$ cat src/rtl/uart_pkg.sv
// -----------------------------------------------------------------------------
// uart_pkg
// Shared definitions for the UART receive path.
//   rx_state_e  : deframer FSM states
//   ERR_*       : bit positions inside the 3-bit Rx_Error vector
//   frame_len() : total bit times in one frame, start bit included
// -----------------------------------------------------------------------------
package uart_pkg;

   typedef enum logic [2:0] {
      IDLE,
      DATA,
      PARITY,
      STOP,
      BREAK_WAIT
   } rx_state_e;

   localparam int ERR_BREAK  = 0;
   localparam int ERR_PARITY = 1;
   localparam int ERR_FRAME  = 2;

   function automatic int frame_len(input int data_bits,
                                    input int parity_bit,
                                    input int stop_bits);
      return 1 + data_bits + parity_bit + stop_bits;
   endfunction

endpackage

$ cat src/rtl/uart_rx_deframer.sv
// -----------------------------------------------------------------------------
// uart_rx_deframer
// Serial receive front end: samples the line once per baud clock, deframes
// start / data (MSB first) / even parity / stop bits, flags break, parity and
// framing errors, and hands error-free bytes to the receive FIFO.
//
// Parameters
//   DATA_BITS  : data bits per frame (>= 2)
//   PARITY_BIT : 1 = one even-parity bit follows the data, 0 = none
//   STOP_BITS  : number of stop bits, each must be 1
//
// Ports
//   Clk        in   baud clock, one bit time per cycle
//   Rst        in   synchronous active-high reset
//   Rx         in   serial input, idle high
//   FIFO_Full  in   downstream FIFO full flag
//   Data_Out   out  last error-free byte
//   Data_Rdy   out  one-cycle strobe, Data_Out is new
//   Rx_Error   out  [0] break, [1] parity, [2] frame; held until next start bit
//   RTS        out  ready to receive (idle next cycle and FIFO not full)
//
// Optional build macro UART_RX_BIST_LOOPBACK_EN adds:
//   BIST_Mode  in   select loopback source (sampled only in IDLE)
//   Tx_Loop    in   loopback serial source
//   Bist_Rdy   out  replaces Data_Rdy while in loopback mode
// -----------------------------------------------------------------------------
module uart_rx_deframer
   import uart_pkg::*;
#(
   parameter int DATA_BITS  = 8,
   parameter int PARITY_BIT = 1,
   parameter int STOP_BITS  = 2
) (
   input  logic                 Clk,
   input  logic                 Rst,
   input  logic                 Rx,
   input  logic                 FIFO_Full,
`ifdef UART_RX_BIST_LOOPBACK_EN
   input  logic                 BIST_Mode,
   input  logic                 Tx_Loop,
   output logic                 Bist_Rdy,
`endif
   output logic [DATA_BITS-1:0] Data_Out,
   output logic                 Data_Rdy,
   output logic [2:0]           Rx_Error,
   output logic                 RTS
);

   localparam int CNT_MAX = (DATA_BITS > STOP_BITS) ? DATA_BITS : STOP_BITS;
   localparam int CNT_W   = (CNT_MAX > 1) ? $clog2(CNT_MAX) : 1;

   rx_state_e            state_q;
   logic [CNT_W-1:0]     cnt_q;
   logic [DATA_BITS-1:0] sh_q;
   logic [DATA_BITS-1:0] data_out_q;
   logic                 par_q;
   logic                 all_zero_q;   // every sample of this frame so far was 0
   logic                 stop_zero_q;  // an earlier stop sample was 0
   logic                 data_rdy_q;
   logic                 rts_q;
   logic [2:0]           rx_error_q;

   logic                 src;
   logic                 par_err;
   logic                 brk_d;
   logic                 idle_nxt_d;
   logic [2:0]           err_d;

`ifdef UART_RX_BIST_LOOPBACK_EN
   logic bist_q;
   logic bist_rdy_q;
   logic bist_sel;

   // Mode is live while idle so the start bit is taken from the right source,
   // then frozen for the rest of the frame.
   assign bist_sel = (state_q == IDLE) ? BIST_Mode : bist_q;
   assign src      = bist_sel ? Tx_Loop : Rx;
   assign Bist_Rdy = bist_rdy_q;
`else
   assign src = Rx;
`endif

   // Evaluation terms for the last stop sample, which is the live src bit.
   assign par_err = (PARITY_BIT != 0) && ((^sh_q) != par_q);
   assign brk_d   = all_zero_q & ~src;

   always_comb begin
      err_d             = '0;
      err_d[ERR_PARITY] = par_err;
      err_d[ERR_FRAME]  = stop_zero_q | ~src;
   end

   // RTS is registered from the next state, so it needs to know now whether
   // the FSM will sit in IDLE after this edge.
   always_comb begin
      idle_nxt_d = 1'b0;
      case (state_q)
         IDLE:       idle_nxt_d = src;
         STOP:       idle_nxt_d = (cnt_q == '0) && !brk_d;
         BREAK_WAIT: idle_nxt_d = src;
         default:    idle_nxt_d = 1'b0;
      endcase
   end

   always_ff @(posedge Clk) begin
      if (Rst) begin
         state_q     <= IDLE;
         cnt_q       <= '0;
         par_q       <= 1'b0;
         all_zero_q  <= 1'b0;
         stop_zero_q <= 1'b0;
         data_out_q  <= '0;
         data_rdy_q  <= 1'b0;
         rx_error_q  <= '0;
         rts_q       <= 1'b0;
`ifdef UART_RX_BIST_LOOPBACK_EN
         bist_q      <= 1'b0;
         bist_rdy_q  <= 1'b0;
`endif
      end else begin
         data_rdy_q <= 1'b0;
`ifdef UART_RX_BIST_LOOPBACK_EN
         bist_rdy_q <= 1'b0;
`endif
         rts_q      <= idle_nxt_d & ~FIFO_Full;

         case (state_q)
            IDLE: begin
               if (!src) begin
                  cnt_q       <= CNT_W'(DATA_BITS - 1);
                  rx_error_q  <= '0;
                  all_zero_q  <= 1'b1;
                  stop_zero_q <= 1'b0;
                  state_q     <= DATA;
`ifdef UART_RX_BIST_LOOPBACK_EN
                  bist_q      <= BIST_Mode;
`endif
               end
            end

            DATA: begin
               sh_q <= {sh_q[DATA_BITS-2:0], src};
               if (src) all_zero_q <= 1'b0;
               if (cnt_q == '0) begin
                  cnt_q   <= CNT_W'(STOP_BITS - 1);
                  state_q <= (PARITY_BIT != 0) ? PARITY : STOP;
               end else begin
                  cnt_q <= cnt_q - CNT_W'(1);
               end
            end

            PARITY: begin
               par_q   <= src;
               if (src) all_zero_q <= 1'b0;
               state_q <= STOP;
            end

            STOP: begin
               if (src) all_zero_q  <= 1'b0;
               else     stop_zero_q <= 1'b1;
               if (cnt_q == '0) begin
                  if (brk_d) begin
                     // Break reports alone; parity/frame flags are meaningless.
                     rx_error_q            <= '0;
                     rx_error_q[ERR_BREAK] <= 1'b1;
                     state_q               <= BREAK_WAIT;
                  end else begin
                     rx_error_q <= err_d;
                     state_q    <= IDLE;
                     if (err_d == '0) begin
                        data_out_q <= sh_q;
`ifdef UART_RX_BIST_LOOPBACK_EN
                        if (bist_q) bist_rdy_q <= 1'b1;
                        else        data_rdy_q <= 1'b1;
`else
                        data_rdy_q <= 1'b1;
`endif
                     end
                  end
               end else begin
                  cnt_q <= cnt_q - CNT_W'(1);
               end
            end

            BREAK_WAIT: begin
               if (src) state_q <= IDLE;
            end

            default: state_q <= IDLE;
         endcase
      end
   end

   assign Data_Out = data_out_q;
   assign Data_Rdy = data_rdy_q;
   assign Rx_Error = rx_error_q;
   assign RTS      = rts_q;

endmodule

$ cat config.mk
export PLATFORM = sky130hd
export DESIGN_NAME = uart_rx_deframer
export DESIGN_NICKNAME = d
export VERILOG_FILES = /design/src/rtl/uart_pkg.sv /design/src/rtl/uart_rx_deframer.sv
export SDC_FILE = /design/constraint.sdc
export NUM_CORES = 1
export LEC_CHECK = 0
export ABC_AREA = 1
export BUFFER_PORTS_ARGS = -buffer_cell sky130_fd_sc_hd__buf_2
export CORE_MARGIN = 10
export CORE_UTILIZATION = 55
export CTS_CLUSTER_DIAMETER = 60
export CTS_CLUSTER_SIZE = 20
export DETAILED_ROUTE_END_ITERATION = 16
export PLACE_DENSITY = 0.72
export SETUP_SLACK_MARGIN = 0.3
export SLEW_MARGIN = 20
export SYNTH_ARGS = -nofsm -noshare
export SYNTH_HDL_FRONTEND = slang
export SYNTH_SLANG_ARGS = --single-unit
$ cat constraint.sdc
create_clock -name Clk -period 4.25 [get_ports Clk]
set_input_delay 0.6375 -clock Clk [delete_from_list [all_inputs] [get_ports Clk]]
set_output_delay 0.6375 -clock Clk [all_outputs]
set_load 0.02 [all_outputs]
==> impl_metrics.py, run 1 <==
metrics = {
    "setup_path": {
        "critPathLaunch": "state_q[0]",
        "critPathLaunchType": "flop",
        "crit_chain": "inv_1 -> nor2_2 -> inv_1 -> nor2_1 -> inv_1 -> nor2_1",
        "worstPathMaxFanout": 8,
        "cpMaxStageDelayCell": "nor2_1",
        "path_class": "reg2reg",
        "required_ns": 4.22,
        "critPathCaptureType": "flop",
        "rrSetupSlack_ns": 2.48,
        "r2r-end": "sh_q[6]",
        "cpLargestDelayFamily": "simple AND/OR/NAND/NOR gates",
        "path_buf_inv": 3,
        "r2r_start": "state_q[0]",
        "crit_path_max_incr_delay_ns": 0.51,
        "worstRegToRegCells": 6,
        "critPathMostFrequentCell": "inv_1",
        "arrival_ns": 1.73,
    },
    "synth": {
        "ys_seq_area_share_pct": 47.6,
        "synth_top_area_share_pct": 30.8,
        "netlist_area_um2": 1430,
        "ys.flop_type": "dfxtp_1",
        "yosysWarnings": 0,
        "synth_top_area_cell": "dfxtp_1",
        "synth_fp_nets": 201,
        "yosys-top-cells-area": "dfxtp_1 (31%), edfxtp_1 (17%), nand2_1 (13%)",
        "ys_ff_latch": 30,
        "postSynth.asyncResetShare_pct": 0,
        "netlist_instances": 195,
        "synth_most_common_cell": "nand2_1",
        "synth_area_per_cell_um2": 7.33,
        "synth_edf_count": 8,
        "synth_commonest_cells": "nand2_1 (49), inv_1 (40), nor2_1 (24), dfxtp_1 (22), a21oi_1 (13)",
        "synth_cell_types": 22,
    },
    "timing": {
        "hold_viol": 0,
        "fmax_mhz": 567,
        "setup_viol_count_final": 0,
        "skew_ns": 0.00905,
        "period_share_pct": 41.5,
        "layout_min_cycle_time_ns": 1.77,
        "drv_slew": 0,
        "rsz0062_at_grt": "false",
        "finalSetupTns_ns": 0,
        "maxSlewHeadroom_pct": 55.6,
        "worst_pin_slew_ns": 0.663,
    },
    "place": {
        "place.gp.congestion": 0.863,
        "dp_hpwl_mm": 2.20,
        "place_area_um2": 1540,
        "port_buffers": 16,
    },
    "clock_network": {
        "root_buffer": "clkbuf_4",
        "clk_latency_ns": 0.33,
        "clk_pin_slew_ns": 0.09,
        "cts_buffers": 5,
        "cts_hold_buf": 0,
        "max-clock-path-buffers": 2,
        "cts_tree": "built",
        "cts_resized": 0,
        "postCtsSetupRepairBufs": 0,
        "h-tree-depth": 2,
        "clock_sinks": 30,
    },
    "power": {
        "vdd_drop_max_uv": 341,
        "p_leak_uw": 0.000780,
        "powerDensity_nw_per_um2": 445,
        "power_uw": 708,
    },
    "cells_and_area": {
        "syn2layout_area_growth_pct": 11.1,
        "layout.nets": 222,
        "drive_gt1_share_pct": 13.8,
        "final_cell_area_um2": 1590,
        "nFillCells": 234,
        "diodes": 0,
    },
    "routing": {
        "vias": 1244,
        "wl_met3_um": 143,
        "vias_per_cell": 5.04,
        "highest-signal-layer": "met4",
        "dr_wl_met2_mm": 1.51,
        "drt_iter0_drc": 68,
        "drt_wl_total_mm": 2.83,
        "dr.pass1.iters": 5,
        "met1_length_mm": 1.11,
        "drc": 0,
        "wl_per_cell_um": 11.5,
        "final_antenna_net_count": 0,
    },
    "min_path": {
        "whs_path_depth": 2,
        "min_path_type": "reg2reg",
        "whs_endpoint": "Rx_Error[0]",
        "worstHoldStart": "Rx_Error[0]",
    },
    "die": {
        "start_util_pct": 57.7,
        "die_w_um": 71.0,
        "die-area_um2": 5040,
        "fp-row-count": 18,
        "die_h_um": 71.0,
        "ioPinCount": 17,
        "core_area_um2": 2480,
    },
    "grt": {
        "grt_max_degree": 14,
        "overflow": 0,
        "grt_pass1_wl_mm": 5.22,
        "grt_use_total_pct": 12.5,
        "grt_pass1_vias": 1278,
        "antenna_found_initial": 0,
    },
    "job": {
        "maxCapViolations": 0,
    },
    "outcome": {
        "status": "finished clean",
    },
}
-- stage by stage --
step | instances | util (%) | setup WS [ns] | hold WS [ns]
floorplan | 195 | - | 2.63 | 0.440
global placement | 239 | 62.2 | 2.41 | 0.451
detailed placement | 239 | 62.2 | 2.34 | 0.452
CTS | 247 | 64.1 | 2.50 | 0.465
global route | 247 | 64.1 | 2.34 | 0.461
finish | 247 | 64.1 | 2.48 | 0.463
-- flip-flops by register name, summed over array words and instances (netlist names) --
signal / flops
Data_Out: 8
sh_q: 8
Rx_Error: 3
cnt_q: 3
state_q: 3
Data_Rdy: 1
RTS: 1
all_zero_q: 1
par_q: 1
stop_zero_q: 1
-- layout make-up --
class,instances,area [um2],share of cell area (%)
Clock buffer,8,48.8,3.07
Inverter,41,154,9.69
Multi-Input combinational cell,122,588,37.0
Sequential cell,30,681,42.8
Tap cell,30,37.5,2.36
Timing Repair Buffer,16,80.1,5.04
-- worst min-delay path, delay by kind of cell, from the launching register on --
family | cells | cell delay (ns)
flip-flops | 1 | 0.31
AO/OA/AOI/OAI | 1 | 0.05
AND/OR/NAND/NOR | 1 | 0.06
-- worst max path at each step --
stage / endpoint / slack [ns] / depth (start not counted)
6_report: sh_q[6] / 2.48 / 6
2_1_floorplan: Data_Out[0] / 2.63 / 7
4_1_cts: sh_q[1] / 2.50 / 6
3_5_place_dp: Data_Out[3] / 2.34 / 8
3_3_place_gp: Data_Out[0] / 2.41 / 8
5_1_grt: cnt_q[2] / 2.34 / 7
-- cell families after synthesis --
group | count (synthesis) | synth area share [%]
compound gates | 20 | 7.17
xor+xnor | 1 | 0.613
fa+ha+maj | 2 | 1.75
buf+inv | 43 | 11.3
flops | 30 | 47.6
simple gates | 99 | 31.6
-- where the power goes --
| part | switching (uW) | internal (uW) | total, uW |
|---|---|---|---|
| Sequential | 19.0 | 328 | 347 |
| Combinational | 141 | 61.9 | 203 |
| Clock | 92.5 | 65.8 | 158 |
| Total | 252 | 456 | 708 |
-- routing by layer --
metal | vias to the layer above | GRT usage [%]
met5 | - | 0
met3 | 9 | 5.02
met1 | 562 | 12.0
li1 | 646 | -
met4 | 0 | 6.24
met2 | 27 | 22.6
-- cell usage in the layout, fill, tap and decap left out, types with 2 or more instances in the layout --
| master | synthesis | final |
|---|---|---|
| nand2_1 | 49 | 49 |
| clkbuf_4 | 0 | 5 |
| nor2_1 | 24 | 24 |
| ha_1 | 2 | 2 |
| clkbuf_1 | 2 | 3 |
| nand4_1 | 8 | 8 |
| dfxtp_1 | 22 | 22 |
| inv_1 | 40 | 40 |
| nand2_2 | 2 | 2 |
| a21oi_1 | 13 | 13 |
| nor3_1 | 2 | 2 |
| o21ai_0 | 6 | 6 |
| nand3_1 | 8 | 8 |
| buf_2 | 0 | 16 |
| edfxtp_1 | 8 | 8 |
Power figures use the tool's default switching activity.
==> run 2: changes to the inputs <==
clock period = 1.65 ns   (was 4.25 ns; I/O delays follow)
==> run 2 against run 1 <==
  * Clock skew increased by 0.0053 ns
  * Sequential share of layout area is 11 points lower
  * Die area unchanged
  * Non-clock buffer count grew 30
  * Critical path depth rose by 4
  * Via count up 24%
  * Clock power rose to 2.7 times the previous value
==> impl_metrics.py, run 2 (same netlist as run 1, synthesis figures left out) <==
metrics = {
    "cells_and_area": {
        "layout.nets": 255,
        "diodes": 0,
        "drive_gt1_share_pct": 44.0,
        "layout_commonest_cell": "nand2_1",
        "syn2layout_area_growth_pct": 49.4,
        "final_util_pct": 86.3,
        "final_cell_mix": "nand2_1 (34), inv_1 (30), buf_4 (18)",
    },
    "grt": {
        "antenna_found_initial": 0,
        "grt_pass1_wl_mm": 6.43,
        "grt_max_degree": 14,
        "grt_use_total_pct": 15.8,
        "overflow": 0,
        "grt_pass1_vias": 1487,
    },
    "die": {
        "die_h_um": 71.0,
        "die-area_um2": 5040,
        "die_w_um": 71.0,
        "fp-row-count": 18,
        "core_area_um2": 2480,
        "start_util_pct": 57.7,
        "ioPinCount": 17,
    },
    "setup_path": {
        "worstRegToRegCells": 10,
        "critPathCaptureType": "flop",
        "crit_path_max_incr_delay_ns": 0.42,
        "crit_chain": "inv_2 -> buf_6 -> buf_6 -> buf_6 -> buf_4 -> buf_4 -> buf_6 -> nand4_1 -> nand2_1 -> nor2_1",
        "critPathLaunchType": "flop",
        "worstPathMaxFanout": 2,
        "critPathMostFrequentCell": "buf_6",
        "arrival_ns": 1.80,
        "cpMaxStageDelayCell": "edfxtp_1",
        "path_class": "reg2reg",
        "required_ns": 1.93,
    },
    "min_path": {
        "min_path_type": "in2reg",
        "whs_path_depth": 2,
    },
    "routing": {
        "wl_per_cell_um": 16.0,
        "dr.pass1.iters": 6,
        "vias": 1546,
        "final_antenna_net_count": 0,
        "drc": 0,
        "vias_per_cell": 5.52,
        "drt_wl_total_mm": 4.49,
        "drt_iter0_drc": 134,
    },
    "timing": {
        "setup_viol_count_final": 0,
        "drv_slew": 0,
        "finalSetupTns_ns": 0,
        "fmax_mhz": 656,
        "maxSlewHeadroom_pct": 77.8,
        "worst_pin_slew_ns": 0.333,
        "rsz0062_at_grt": "true",
        "layout_min_cycle_time_ns": 1.52,
        "period_share_pct": 92.4,
        "hold_viol": 0,
        "skew_ns": 0.0143,
    },
    "power": {
        "p_leak_uw": 0.00101,
        "vdd_drop_max_uv": 1330,
        "powerDensity_nw_per_um2": 1170,
    },
    "clock_network": {
        "clk_latency_ns": 0.34,
        "cts_hold_buf": 0,
        "max-clock-path-buffers": 2,
        "cts_tree": "built",
        "clk_pin_slew_ns": 0.10,
        "clock_sinks": 30,
        "cts_buffers": 5,
        "root_buffer": "clkbuf_4",
        "h-tree-depth": 2,
    },
    "place": {
        "port_buffers": 16,
        "dp_hpwl_mm": 2.31,
        "place.gp.congestion": 0.837,
    },
    "job": {
        "maxCapViolations": 0,
    },
    "outcome": {
        "status": "finished clean",
    },
}
run 2: changes by cell type in the layout (fill, tap and decap cells not counted), moves of 4 or more:
cell	delta
buf_4	+18
buf_6	+12
dfxtp_1	-5
dfxtp_2	+4
inv_1	-10
inv_2	+9
nand2_1	-15
nand2_2	+6
nand2_4	+9
nand3_4	+5
nor2_1	-9
nor2_4	+6
run 2: where the power goes:
group	total (uW)	leakage (uW)	switching (uW)	internal, uW
sequential	925	0.000255	72.8	852
combinational	1140	0.000727	664	473
clock	430	0.0000265	261	170
total	2490	0.00101	998	1490
run 2: area by class of cell:
type                            count  area, um2
Clock buffer                        8       48.8
Fill cell                         132        340
Inverter                           41        156
Multi-Input combinational cell    125        855
Sequential cell                    30        689
Tap cell                           30       37.5
Timing Repair Buffer               46        350
run 2: layer usage:
layer / GRT usage [%] / up-vias / share of wire, %
met4: 9.89 / 0 / 5.3
li1: - / 724 / -
met3: 6.42 / 31 / 8.5
met1: 15.1 / 705 / 36
met2: 27.5 / 86 / 50
met5: 0 / - / 0
run 2: final timing paths:
kind / start / slack (ns) / endpoint
hold / removal: FIFO_Full / 0.07 / RTS
setup / recovery: sh_q[7] / 0.13 / Data_Out[7]
hold reg to reg: Rx_Error[2] / 0.47 / Rx_Error[2]
setup reg to reg: sh_q[7] / 0.13 / Data_Out[7]
run 2: per-stage QoR:
step | area [um2] | total power, uW | hold slack [ns] | worst slack, ns | cells
after CTS | 1940 | 2170 | 0.0608 | 0.178 | 274
after global placement | 1560 | 1440 | 0.422 | 0.184 | 240
after global routing | 2140 | 2600 | 0.0711 | 0.000302 | 280
after detailed placement | 1560 | 1460 | 0.417 | 0.0757 | 240
final | 2140 | 2490 | 0.0734 | 0.126 | 280
after floorplan | 1450 | 1330 | 0.317 | 0.298 | 195
run 2: critical path: cells and delay by family (launching register included):
family / cells / cell delay (ns)
AND/OR/NAND/NOR: 3 / 0.29
flip-flops: 1 / 0.42
buffers and inverters: 7 / 0.75
run 2: timing repair:
action / CTS / global route
pin swaps: 6 / 26
gates cloned: 3 / 0
endpoints found under the setup margin: 21 / 27
gates resized for setup: 34 / 49
buffers inserted: 23 / 6
